--- src/rtl/butterfly_pkg.sv ---
// Shared types for the fetch/LSU memory arbiter: FSM states and transaction owner.
package butterfly_pkg;

  typedef enum logic [1:0] {
    ARB_IDLE = 2'd0,
    ARB_REQ  = 2'd1,
    ARB_WAIT = 2'd2
  } arb_state_e;

  typedef enum logic {
    OWNER_IF  = 1'b0,
    OWNER_LSU = 1'b1
  } arb_owner_e;

  // Instruction fetches are always full-word reads.
  localparam logic [3:0] FETCH_BE = 4'hF;

endpackage

--- src/rtl/mem_arbiter_pick.sv ---
// Combinational winner selection between fetch and LSU requests.
// ARB_ROUND_ROBIN_EN: on contention the requester not granted last wins; otherwise LSU wins.
module arb_pick
  import butterfly_pkg::*;
(
  input  logic       if_req,
  input  logic       lsu_req,
  input  arb_owner_e last_win,
  output arb_owner_e winner
);

  always_comb begin
    winner = OWNER_IF;
    if (if_req && lsu_req) begin
`ifdef ARB_ROUND_ROBIN_EN
      winner = (last_win == OWNER_LSU) ? OWNER_IF : OWNER_LSU;
`else
      winner = OWNER_LSU;
`endif
    end else if (lsu_req) begin
      winner = OWNER_LSU;
    end
  end

`ifndef ARB_ROUND_ROBIN_EN
  // Fixed priority has no use for the history input.
  logic unused_last_win;
  assign unused_last_win = (last_win == OWNER_LSU);
`endif

endmodule

--- src/rtl/mem_arbiter.sv ---
// Shares one memory port between instruction fetch and LSU, one transaction in flight.
// Optional macro ARB_ROUND_ROBIN_EN selects round-robin instead of LSU-priority arbitration.
module mem_arbiter
  import butterfly_pkg::*;
#(
  parameter int ADDR_W = 32
) (
  input  logic              clk_i,
  input  logic              rst_ni,
  input  logic              if_req_i,
  input  logic [ADDR_W-1:0] if_addr_i,
  output logic              if_gnt_o,
  output logic              if_rvalid_o,
  output logic [31:0]       if_rdata_o,
  input  logic              lsu_req_i,
  input  logic              lsu_we_i,
  input  logic [3:0]        lsu_be_i,
  input  logic [ADDR_W-1:0] lsu_addr_i,
  input  logic [31:0]       lsu_wdata_i,
  output logic              lsu_gnt_o,
  output logic              lsu_rvalid_o,
  output logic [31:0]       lsu_rdata_o,
  output logic              mem_req_o,
  output logic              mem_we_o,
  output logic [3:0]        mem_be_o,
  output logic [ADDR_W-1:0] mem_addr_o,
  output logic [31:0]       mem_wdata_o,
  input  logic              mem_gnt_i,
  input  logic              mem_rvalid_i,
  input  logic [31:0]       mem_rdata_i,
  output logic              proto_err_o
);

  arb_state_e        state_q, state_d;
  arb_owner_e        owner_q, winner, last_win;
  logic [ADDR_W-1:0] addr_q;
  logic              we_q;
  logic [3:0]        be_q;
  logic [31:0]       wdata_q;
  logic              proto_err_q;
  logic              grant;
  logic              rsp_unexpected;

`ifdef ARB_ROUND_ROBIN_EN
  arb_owner_e last_q;
  assign last_win = last_q;

  always_ff @(posedge clk_i or negedge rst_ni) begin
    if (!rst_ni) begin
      last_q <= OWNER_IF;
    end else if (grant) begin
      last_q <= winner;
    end
  end
`else
  assign last_win = OWNER_IF;
`endif

  arb_pick u_pick (
    .if_req   (if_req_i),
    .lsu_req  (lsu_req_i),
    .last_win (last_win),
    .winner   (winner)
  );

  always_comb begin
    state_d      = state_q;
    grant        = 1'b0;
    mem_req_o    = 1'b0;
    mem_we_o     = 1'b0;
    mem_be_o     = '0;
    mem_addr_o   = '0;
    mem_wdata_o  = '0;
    if_rvalid_o  = 1'b0;
    if_rdata_o   = '0;
    lsu_rvalid_o = 1'b0;
    lsu_rdata_o  = '0;
    unique case (state_q)
      ARB_IDLE: begin
        if (if_req_i || lsu_req_i) begin
          grant   = 1'b1;
          state_d = ARB_REQ;
        end
      end
      ARB_REQ: begin
        mem_req_o   = 1'b1;
        mem_we_o    = we_q;
        mem_be_o    = be_q;
        mem_addr_o  = addr_q;
        mem_wdata_o = wdata_q;
        if (mem_gnt_i) state_d = ARB_WAIT;
      end
      ARB_WAIT: begin
        if (mem_rvalid_i) begin
          if (owner_q == OWNER_LSU) begin
            lsu_rvalid_o = 1'b1;
            lsu_rdata_o  = mem_rdata_i;
          end else begin
            if_rvalid_o = 1'b1;
            if_rdata_o  = mem_rdata_i;
          end
          state_d = ARB_IDLE;
        end
      end
      default: state_d = ARB_IDLE;
    endcase
  end

  // Grants are combinational from the request, so hold them low while reset is asserted.
  assign if_gnt_o       = grant && rst_ni && (winner == OWNER_IF);
  assign lsu_gnt_o      = grant && rst_ni && (winner == OWNER_LSU);
  assign rsp_unexpected = mem_rvalid_i && (state_q != ARB_WAIT);
  assign proto_err_o    = proto_err_q;

  always_ff @(posedge clk_i or negedge rst_ni) begin
    if (!rst_ni) begin
      state_q     <= ARB_IDLE;
      owner_q     <= OWNER_IF;
      addr_q      <= '0;
      we_q        <= 1'b0;
      be_q        <= '0;
      wdata_q     <= '0;
      proto_err_q <= 1'b0;
    end else begin
      state_q <= state_d;
      if (rsp_unexpected) proto_err_q <= 1'b1;
      if (grant) begin
        owner_q <= winner;
        if (winner == OWNER_LSU) begin
          addr_q  <= lsu_addr_i;
          we_q    <= lsu_we_i;
          be_q    <= lsu_be_i;
          wdata_q <= lsu_wdata_i;
        end else begin
          addr_q  <= if_addr_i;
          we_q    <= 1'b0;
          be_q    <= FETCH_BE;
          wdata_q <= '0;
        end
      end
    end
  end

endmodule

--- config.mk ---
export PLATFORM = sky130hd
export DESIGN_NAME = mem_arbiter
export DESIGN_NICKNAME = d
export VERILOG_FILES = /design/src/rtl/butterfly_pkg.sv /design/src/rtl/mem_arbiter_pick.sv /design/src/rtl/mem_arbiter.sv
export SDC_FILE = /design/constraint.sdc
export NUM_CORES = 1
export LEC_CHECK = 0
export BUFFER_PORTS_ARGS = -buffer_cell sky130_fd_sc_hd__buf_4
export CAP_MARGIN = 25
export CORE_AREA = 2 2 109 111
export CTS_CLUSTER_DIAMETER = 150
export DETAILED_ROUTE_END_ITERATION = 10
export DIE_AREA = 0 0 111 113
export GPL_ROUTABILITY_DRIVEN = 1
export PLACE_DENSITY = 0.72
export SYNTH_ARGS = -nofsm -noshare
export SYNTH_HDL_FRONTEND = slang
export SYNTH_SLANG_ARGS = --single-unit
--- constraint.sdc ---
create_clock -name clk_i -period 1.9 [get_ports clk_i]
set_input_delay 0.38 -clock clk_i [delete_from_list [all_inputs] [get_ports clk_i]]
set_output_delay 0.38 -clock clk_i [all_outputs]
set_load 0.01 [all_outputs]
# Word level (Yosys, flattened, before mapping)
# Cells that the tools add are included.
# word_totals
n_memories	0
word_cells	51
input_bits	139
ff_bits	73
rom_bits	0
ramBits	0
latchBits	0
# op_classes
order_cmp	0
n_addsub	0
n_mul	0
n_mux	29
shifts	0
reduce_logical	8
eq_ne	6
div_mod_pow	0
bitwise_logic	1
# op_table
operator	n
$mux 32	10
$mux 1	13
$mux 4	2
$ne 2x2->1 const B	4
$mux 2	3
$pmux 2 s3	1
$logic_and 1x1->1	5
$reduce_and 3->1	1
$eq 2x1->1 const B	1
$eq 2x2->1 const B	1
$logic_not 2->1	1
$logic_or 1x1->1	1
$not 1->1	1

# Longest topological paths before layout
# Gate-level depths: netlist of the first run.
# depth
ltp_word	5
mapped_depth	5
ltp_nobuf	3

# Hierarchy
# A second synthesis of the first run with hierarchy kept.
# hier_totals
hier_cells	423
area_unflattened_um2	4551.9
# modules_own_cells
module	n_inst	area_each_um2	cells_per_inst	seq_area_each_um2
mem_arbiter	1	4548.1	422	1826.8
arb_pick	1	3.8	1	0.0

# Worst setup path before layout of the first run
# Ideal clock, no wire load.
# synth_path
kind	register -> output
startpoint	reg state_q[0]
endpoint	out if_rdata_o[22]
required_ps	1520
arrival_ps	1204
setup_slack_ps	316
path_stages_with_launch	5
n_path_buf	1
path_cell_list	dfrtp_1 > nand2b_1 > nor3b_2 > buf_2 > and2_1
# synth_via
elab_chain_cells	2
# synth_rtl
element	line	text
start, declared	mem_arbiter.sv:34	arb_state_e state_q, state_d;
start signal, assigned	mem_arbiter.sv:125	state_q <= state_d;
$eq 2x2->1	mem_arbiter.sv:78	unique case (state_q)
$mux 32	mem_arbiter.sv:78	
end, declared	mem_arbiter.sv:14	output logic [31:0] if_rdata_o,
# No other way between the ends.

# Worst setup path in the final report of the first run
# layout_path
startpoint	reg state_q[1]
endpoint	out mem_addr_o[12]
# layout_via
elab_chain_cells	2
# layout_rtl
element	line	text
$eq 2x1->1	mem_arbiter.sv:78	
$mux 32	mem_arbiter.sv:78	
end, declared	mem_arbiter.sv:26	output logic [ADDR_W-1:0] mem_addr_o,
# No other way between the ends.

==> flow_summary.json, run 1 <==
{
  "result_of_the_run": "complete, but fails checks",
  "violations_in_the_final_reports": "negative setup slack",
  "yosysWarnings": 0,
  "die_h_um": 113,
  "syn-num-nets": 492,
  "cts.path.max_buffers": 2,
  "cts-hold-fix-buffers": 0,
  "synth.ff_latch_count": 73,
  "critical_path_sink_type": "output port",
  "layout_setup_ws_ns": -0.115,
  "worst_hold_class": "input port to asynchronous set/reset pin",
  "netlist_instances": 353,
  "place_area_sq_mm": 0.00632,
  "combined_buffer_and_inverter_count_along_the_critical_path": 4,
  "worst_ir_drop_vdd_uv": 758,
  "first_global_vias": 3765,
  "global_route_congestion_overflow_total": 0,
  "finalCoreUtilization": 0.651,
  "syn_avg_cell_area_sq_um": 11.7,
  "relSlewSlack": 0.640,
  "drt_iter0_markers": 125,
  "post-route-drc-count": 0,
  "synthToLayoutAreaGrowth_pct": 78.0,
  "worstMarginPinSlew_ns": 0.540,
  "floorplan.die.width_um": 111,
  "setup_tns_ns": -9.48,
  "drt-vias-per-instance": 4.82,
  "cts_sinks": 73,
  "row_count": 39,
  "share_of_layout_cells_above_drive_strength_1": 0.703,
  "synth-xor-area-share": 0,
  "critical_path_required_time_ns": 1.52,
  "clock_insertion_delay_worst_skew_ns": 0.34,
  "synth_compound_area_frac": 0.0874,
  "fin_skew_ns": 0.0102,
  "report.final.hold_viol_count": 0,
  "finish.instance_area_sq_mm": 0.00734,
  "fp.dieArea_sq_mm": 0.0125,
  "final_min_period_over_clock_period": 1.06,
  "post_synth_and_or_nand_nor_area_fraction": 0.221,
  "place.port_buffers": 277,
  "n_antenna_cell": 0,
  "first_pass_iters": 4,
  "timing.critical_path.slowest_stage_cell": "sky130_fd_sc_hd__dfrtp_1",
  "worst_setup_hold_path_clk_slew_ns": 0.06,
  "wire_per_inst_um": 18.9,
  "synth_cell_types": 25,
  "cp_data_arrival_time_ns": 1.63,
  "fraction_of_the_mapped_netlist_area_in_adder_cells": 0,
  "postRouteWirelength_um": 14900,
  "gp_congestion": 0.911,
  "root_buffer": "sky130_fd_sc_hd__clkbuf_16",
  "critical_path.startpoint_type": "flip-flop",
  "timing.critical_path.cells": "buf_6 > nor2b_4 > buf_12 > buf_8 > and2_1 > buf_4",
  "p_leak_nw": 3.74,
  "boundaryPins": 278,
  "grt_pass1_wl_um": 20900,
  "nets_finish": 781,
  "yosysSeqAreaShare": 0.443,
  "fin_worst_hold_slack_ns": 0.111,
  "dpl.hpwl_um": 10200,
  "cts_tree": "yes",
  "gr-usage-all-layers": 0.212,
  "tritoncts.num_buffers": 9,
  "final-setup-viol-count": 133,
  "synth.area.mux_share": 0.199,
  "powerDensity_mw_per_mm2": 1450,
  "setup.worst_path.class": "flip-flop to output port",
  "max_cap_violations": 0,
  "mostFrequentLayoutCell": "sky130_fd_sc_hd__buf_4",
  "grt_setup_unrepaired": "true",
  "floorplan.initialDensity": 0.366,
  "slew_viol_final": 0,
  "number_of_levels_the_h_tree_was_split_into": 3,
  "synth_top_family_by_area": "simple AND/OR/NAND/NOR gates",
  "worst_path_largest_cell_delay_ns": 0.39,
  "timing.critical_path.max_delay_family": "buffers and inverters",
  "clock.fmax_mhz": 496,
  "layout.cells.most_common_list": "sky130_fd_sc_hd__buf_4, sky130_fd_sc_hd__and2_1, sky130_fd_sc_hd__dfrtp_1, sky130_fd_sc_hd__buf_6, sky130_fd_sc_hd__and2_4",
  "initial_antenna_violation_count": 0,
  "path_max_fanout": 10,
  "num_vias": 3811,
  "grt_max_degree": 42,
  "final_critical_path_required_period_ns": 2.01,
  "antenna_violating_nets_post_route": 0,
  "floorplan.core_area_sq_mm": 0.0113,
  "syn-cell-area_sq_mm": 0.00412
}
sequential cells by signal (all words and copies together), names as in the netlist:
signal,flops
we_q,1
wdata_q,32
addr_q,32
proto_err_o,1
be_q,4
owner_q,1
state_q,2
repair_timing:
| action | 4_1_cts | 5_1_grt |
|---|---|---|
| pin swaps | 5 | 53 |
| cloned | 1 | 10 |
| resized for setup | 18 | 120 |
| setup buffers | 4 | 6 |
| endpoints found under the setup margin | 95 | 136 |
stage by stage:
step / setup slack (ns) / std cells / power, mW
2_1_floorplan: 0.316 / 353 / 5.26
3_3_place_gp: 0.0175 / 755 / 7.00
3_5_place_dp: -0.0857 / 755 / 7.07
4_1_cts: -0.102 / 776 / 9.07
5_1_grt: -0.156 / 790 / 11.2
6_report: -0.115 / 790 / 10.6
where the power goes:
part           internal, mW  leakage [nW]  switching (mW)
Clock                  1.04         0.146           0.726
Combinational          3.82          2.71            2.37
Sequential             2.27         0.883           0.409
layout make-up:
| type | instances | area, sq um |
|---|---|---|
| flip-flops and latches | 73 | 1830 |
| clock buffers | 9 | 225 |
| multi-input cells | 251 | 2280 |
| repair buffers | 307 | 2740 |
| clock inverters | 7 | 85.1 |
| well taps | 143 | 179 |
| fillers | 874 | 3940 |
routing by layer:
metal | vias up | global-route usage | part of all wire
met5 | - | 0 | 0
met4 | 0 | 0.0883 | 0.032
met3 | 30 | 0.0434 | 0.057
met2 | 173 | 0.388 | 0.54
met1 | 1831 | 0.242 | 0.37
li1 | 1777 | - | -
synthesized netlist by cell type, drive strengths merged:
library cell | n | area, sq um
o22a | 4 | 35.0
mux2 | 64 | 818
nor3b | 2 | 20.0
nor2b | 1 | 6.26
o21ai | 2 | 13.8
and2 | 134 | 838
dfrtp | 73 | 1830
nand2b | 2 | 12.5
nand2 | 3 | 11.3
and3 | 1 | 6.26
nor2 | 1 | 6.26
buf | 17 | 156
o21a | 1 | 7.51
and4b | 1 | 10.0
clkbuf | 12 | 48.8
a21o | 2 | 15.0
a22o | 33 | 289
cells by family after synthesis:
group                  Yosys count
AND/OR/NAND/NOR                145
flip-flops                      73
multiplexers                    64
AO/OA/AOI/OAI                   42
buffers and inverters           29
worst paths after layout:
kind                                               from                       to  slack (ns)  cells after the start
min in group clk_i                          lsu_be_i[2]      be_q[2]$_DFFE_PN0P_        0.26                      2
worst min-delay path                             rst_ni   addr_q[26]$_DFFE_PN0P_        0.11                      2
worst max-delay path             state_q[1]$_DFFE_PN0P_           mem_addr_o[12]       -0.11                      6
worst max register to register   state_q[0]$_DFFE_PN0P_    addr_q[1]$_DFFE_PN0P_        0.20                      6
worst min register to register  proto_err_o$_DFFE_PN0P_  proto_err_o$_DFFE_PN0P_        0.46                      1
max in group asynchronous                        rst_ni   addr_q[12]$_DFFE_PN0P_        1.37                      2
(Power assumes the default switching activity.)
==> run 2, diff against run 1 <==
--- a/config.mk
+++ b/config.mk
@@ -5,6 +5,7 @@
 export SDC_FILE = /design/constraint.sdc
 export NUM_CORES = 1
 export LEC_CHECK = 0
+export ABC_AREA = 1
 export BUFFER_PORTS_ARGS = -buffer_cell sky130_fd_sc_hd__buf_4
 export CAP_MARGIN = 25
 export CORE_AREA = 2 2 109 111
@@ -12,7 +13,7 @@
 export DETAILED_ROUTE_END_ITERATION = 10
 export DIE_AREA = 0 0 111 113
 export GPL_ROUTABILITY_DRIVEN = 1
-export PLACE_DENSITY = 0.72
+export PLACE_DENSITY = 0.74
 export SYNTH_ARGS = -nofsm -noshare
 export SYNTH_HDL_FRONTEND = slang
 export SYNTH_SLANG_ARGS = --single-unit
==> flow_summary.json, run 2 <==
{
  "critical_path.startpoint_type": "flip-flop",
  "cts_tree": "yes",
  "synth_enable_flop_cells": 0,
  "number_of_fill_cells": 1090,
  "finish.instance_area_sq_mm": 0.00711,
  "setup.worst_path.class": "flip-flop to output port",
  "netlist_instances": 687,
  "syn-cell-area_sq_mm": 0.00426,
  "drt-vias-per-instance": 4.41,
  "antenna_violating_nets_post_route": 0,
  "syn_avg_cell_area_sq_um": 6.20,
  "cp_data_arrival_time_ns": 1.49,
  "first_global_vias": 4698,
  "mostFrequentLayoutCell": "sky130_fd_sc_hd__buf_4",
  "floorplan.die.width_um": 111,
  "post-route-drc-count": 0,
  "p_leak_nw": 4.35,
  "fin_skew_ns": 0.00704,
  "hold_start": "mem_gnt_i",
  "largest_cells_by_area_after_synthesis": "sky130_fd_sc_hd__dfrtp_1, sky130_fd_sc_hd__nand2_1, sky130_fd_sc_hd__nor2_1",
  "postRouteWirelength_um": 15200,
  "synth-xor-area-share": 0,
  "nets_finish": 1101,
  "die_h_um": 113,
  "number_of_levels_the_h_tree_was_split_into": 3,
  "final_cell_count_no_fill": 1112,
  "slew_viol_final": 0,
  "root_buffer": "sky130_fd_sc_hd__clkbuf_16",
  "synth.largest_area_cell": "sky130_fd_sc_hd__dfrtp_1",
  "max_cap_violations": 0,
  "final-setup-viol-count": 0,
  "powerDensity_mw_per_mm2": 1350,
  "fraction_of_the_mapped_netlist_area_in_adder_cells": 0,
  "gr-usage-all-layers": 0.233,
  "synth_cell_types": 15,
  "cts.path.max_buffers": 2,
  "final_min_period_over_clock_period": 0.983,
  "layout.cells.most_common_list": "sky130_fd_sc_hd__buf_4, sky130_fd_sc_hd__nand2_1, sky130_fd_sc_hd__nor2_1, sky130_fd_sc_hd__inv_1, sky130_fd_sc_hd__dfrtp_1",
  "first_pass_iters": 4,
  "worst_setup_hold_path_clk_slew_ns": 0.06,
  "clock.fmax_mhz": 535,
  "cts_sinks": 73,
  "path_max_fanout": 33,
  "share_of_layout_cells_above_drive_strength_1": 0.358,
  "wire_per_inst_um": 13.7,
  "dp_slack_ns": 0.267,
  "final_critical_path_required_period_ns": 1.87,
  "top_regs": "addr_q x32, wdata_q x32, be_q x4",
  "synthToLayoutAreaGrowth_pct": 66.9,
  "synth_most_common_cell": "sky130_fd_sc_hd__nand2_1",
  "dpl.cell_count": 1083,
  "gp_congestion": 0.830,
  "drt_iter0_markers": 284,
  "worst_ir_drop_vdd_uv": 736,
  "place.port_buffers": 277,
  "register_area_sq_mm": 0.00183,
  "post_synth_and_or_nand_nor_area_fraction": 0.421,
  "row_count": 39,
  "synth_top_family_by_area": "simple AND/OR/NAND/NOR gates",
  "yosysWarnings": 0,
  "worst_hold_class": "input port to flip-flop",
  "global_route_congestion_overflow_total": 0,
  "critical_path_required_time_ns": 1.52,
  "critical_path_sink_type": "output port",
  "synth_async_sr_flop_share": 1.00,
  "fp.dieArea_sq_mm": 0.0125,
  "design_power_total_mw": 9.61,
  "initial_antenna_violation_count": 3,
  "floorplan.initialDensity": 0.378,
  "worstMarginPinSlew_ns": 0.753,
  "place_area_sq_mm": 0.00646,
  "grt_max_degree": 60,
  "report.final.hold_viol_count": 0,
  "boundaryPins": 278,
  "floorplan.core_area_sq_mm": 0.0113,
  "syn-num-nets": 826,
  "yosysSeqAreaShare": 0.429,
  "fin_worst_hold_slack_ns": 0.236,
  "synth.area.mux_share": 0,
  "grt_setup_unrepaired": "true",
  "r2r_start": "state_q[0]$_DFFE_PN0P_",
  "relSlewSlack": 0.498,
  "result_of_the_run": "finished, final reports clean",
  "critical_path.startpoint": "state_q[1]$_DFFE_PN0P_",
  "synth.ff_latch_count": 73,
  "dpl.hpwl_um": 11200,
  "clock_insertion_delay_worst_skew_ns": 0.33,
  "multiInputGateArea_sq_mm": 0.00187,
  "synthDominantCellAreaShare": 0.429,
  "tritoncts.num_buffers": 9,
  "synth_compound_area_frac": 0.00294,
  "grt_pass1_wl_um": 23200,
  "layout_setup_ws_ns": 0.0320,
  "synthFlopType": "sky130_fd_sc_hd__dfrtp_1",
  "num_vias": 4903,
  "netlist_top_cells_count": "sky130_fd_sc_hd__nand2_1, sky130_fd_sc_hd__nor2_1, sky130_fd_sc_hd__inv_1"
}
run 2: what timing repair did:
| item | in CTS | in global routing |
|---|---|---|
| resized for setup | 11 | 21 |
| buffers inserted | 3 | 5 |
| cloned | 0 | 2 |
| hold buffers | 1 | 0 |
| setup endpoints to repair | 88 | 119 |
| hold endpoints to repair | 14 | 0 |
| pin swaps | 1 | 4 |
run 2: where the power goes:
group | switching (mW) | internal [mW] | total, mW
Sequential | 0.388 | 2.25 | 2.64
Combinational | 2.56 | 2.05 | 4.61
Clock | 0.670 | 1.69 | 2.36
run 2: cell type report:
cell class | instances | area share
clock inverters | 7 | 0.0266
multi-input cells | 462 | 0.264
well taps | 143 | 0.0252
inverters | 114 | 0.0609
flip-flops and latches | 73 | 0.257
repair buffers | 302 | 0.334
clock buffers | 9 | 0.0317
diodes | 2 | 0.000704
run 2: metal layers:
| metal | wire (um) | track usage |
|---|---|---|
| met1 | 5910 | 0.270 |
| met2 | 7710 | 0.406 |
| met3 | 1070 | 0.0653 |
| met4 | 522 | 0.0983 |
| met5 | 0 | 0 |
run 2: stage by stage:
stage	util	setup TNS, ns
finish	0.630	0
floorplan	-	0
global route	0.630	-2.66
detailed placement	0.573	0
CTS	0.617	-0.0432
global placement	0.573	0
run 2: kinds of logic after synthesis:
| group | Yosys count |
|---|---|
| AO/OA/AOI/OAI | 2 |
| buffers and inverters | 152 |
| flip-flops | 73 |
| AND/OR/NAND/NOR | 460 |
run 2: worst max-delay path, stage by stage (launching register included):
cell and delay, ns:
sky130_fd_sc_hd__dfrtp_1 0.42, sky130_fd_sc_hd__inv_2 0.07, sky130_fd_sc_hd__nor2_4 0.12, sky130_fd_sc_hd__nand2_1 0.10
sky130_fd_sc_hd__buf_12 0.18, sky130_fd_sc_hd__nor2_1 0.12, sky130_fd_sc_hd__buf_4 0.14
run 2: path summary, 6_finish.rpt:
path	endpoint	slack, ns	cells after the start
max	if_rdata_o[13]	0.03	6
min reg2reg	wdata_q[19]$_DFFE_PN0P_	0.47	2
min	state_q[0]$_DFFE_PN0P_	0.24	2
min in group asynchronous	addr_q[21]$_DFFE_PN0P_	0.28	2
max reg2reg	wdata_q[26]$_DFFE_PN0P_	0.38	7
max in group asynchronous	addr_q[27]$_DFFE_PN0P_	0.79	2
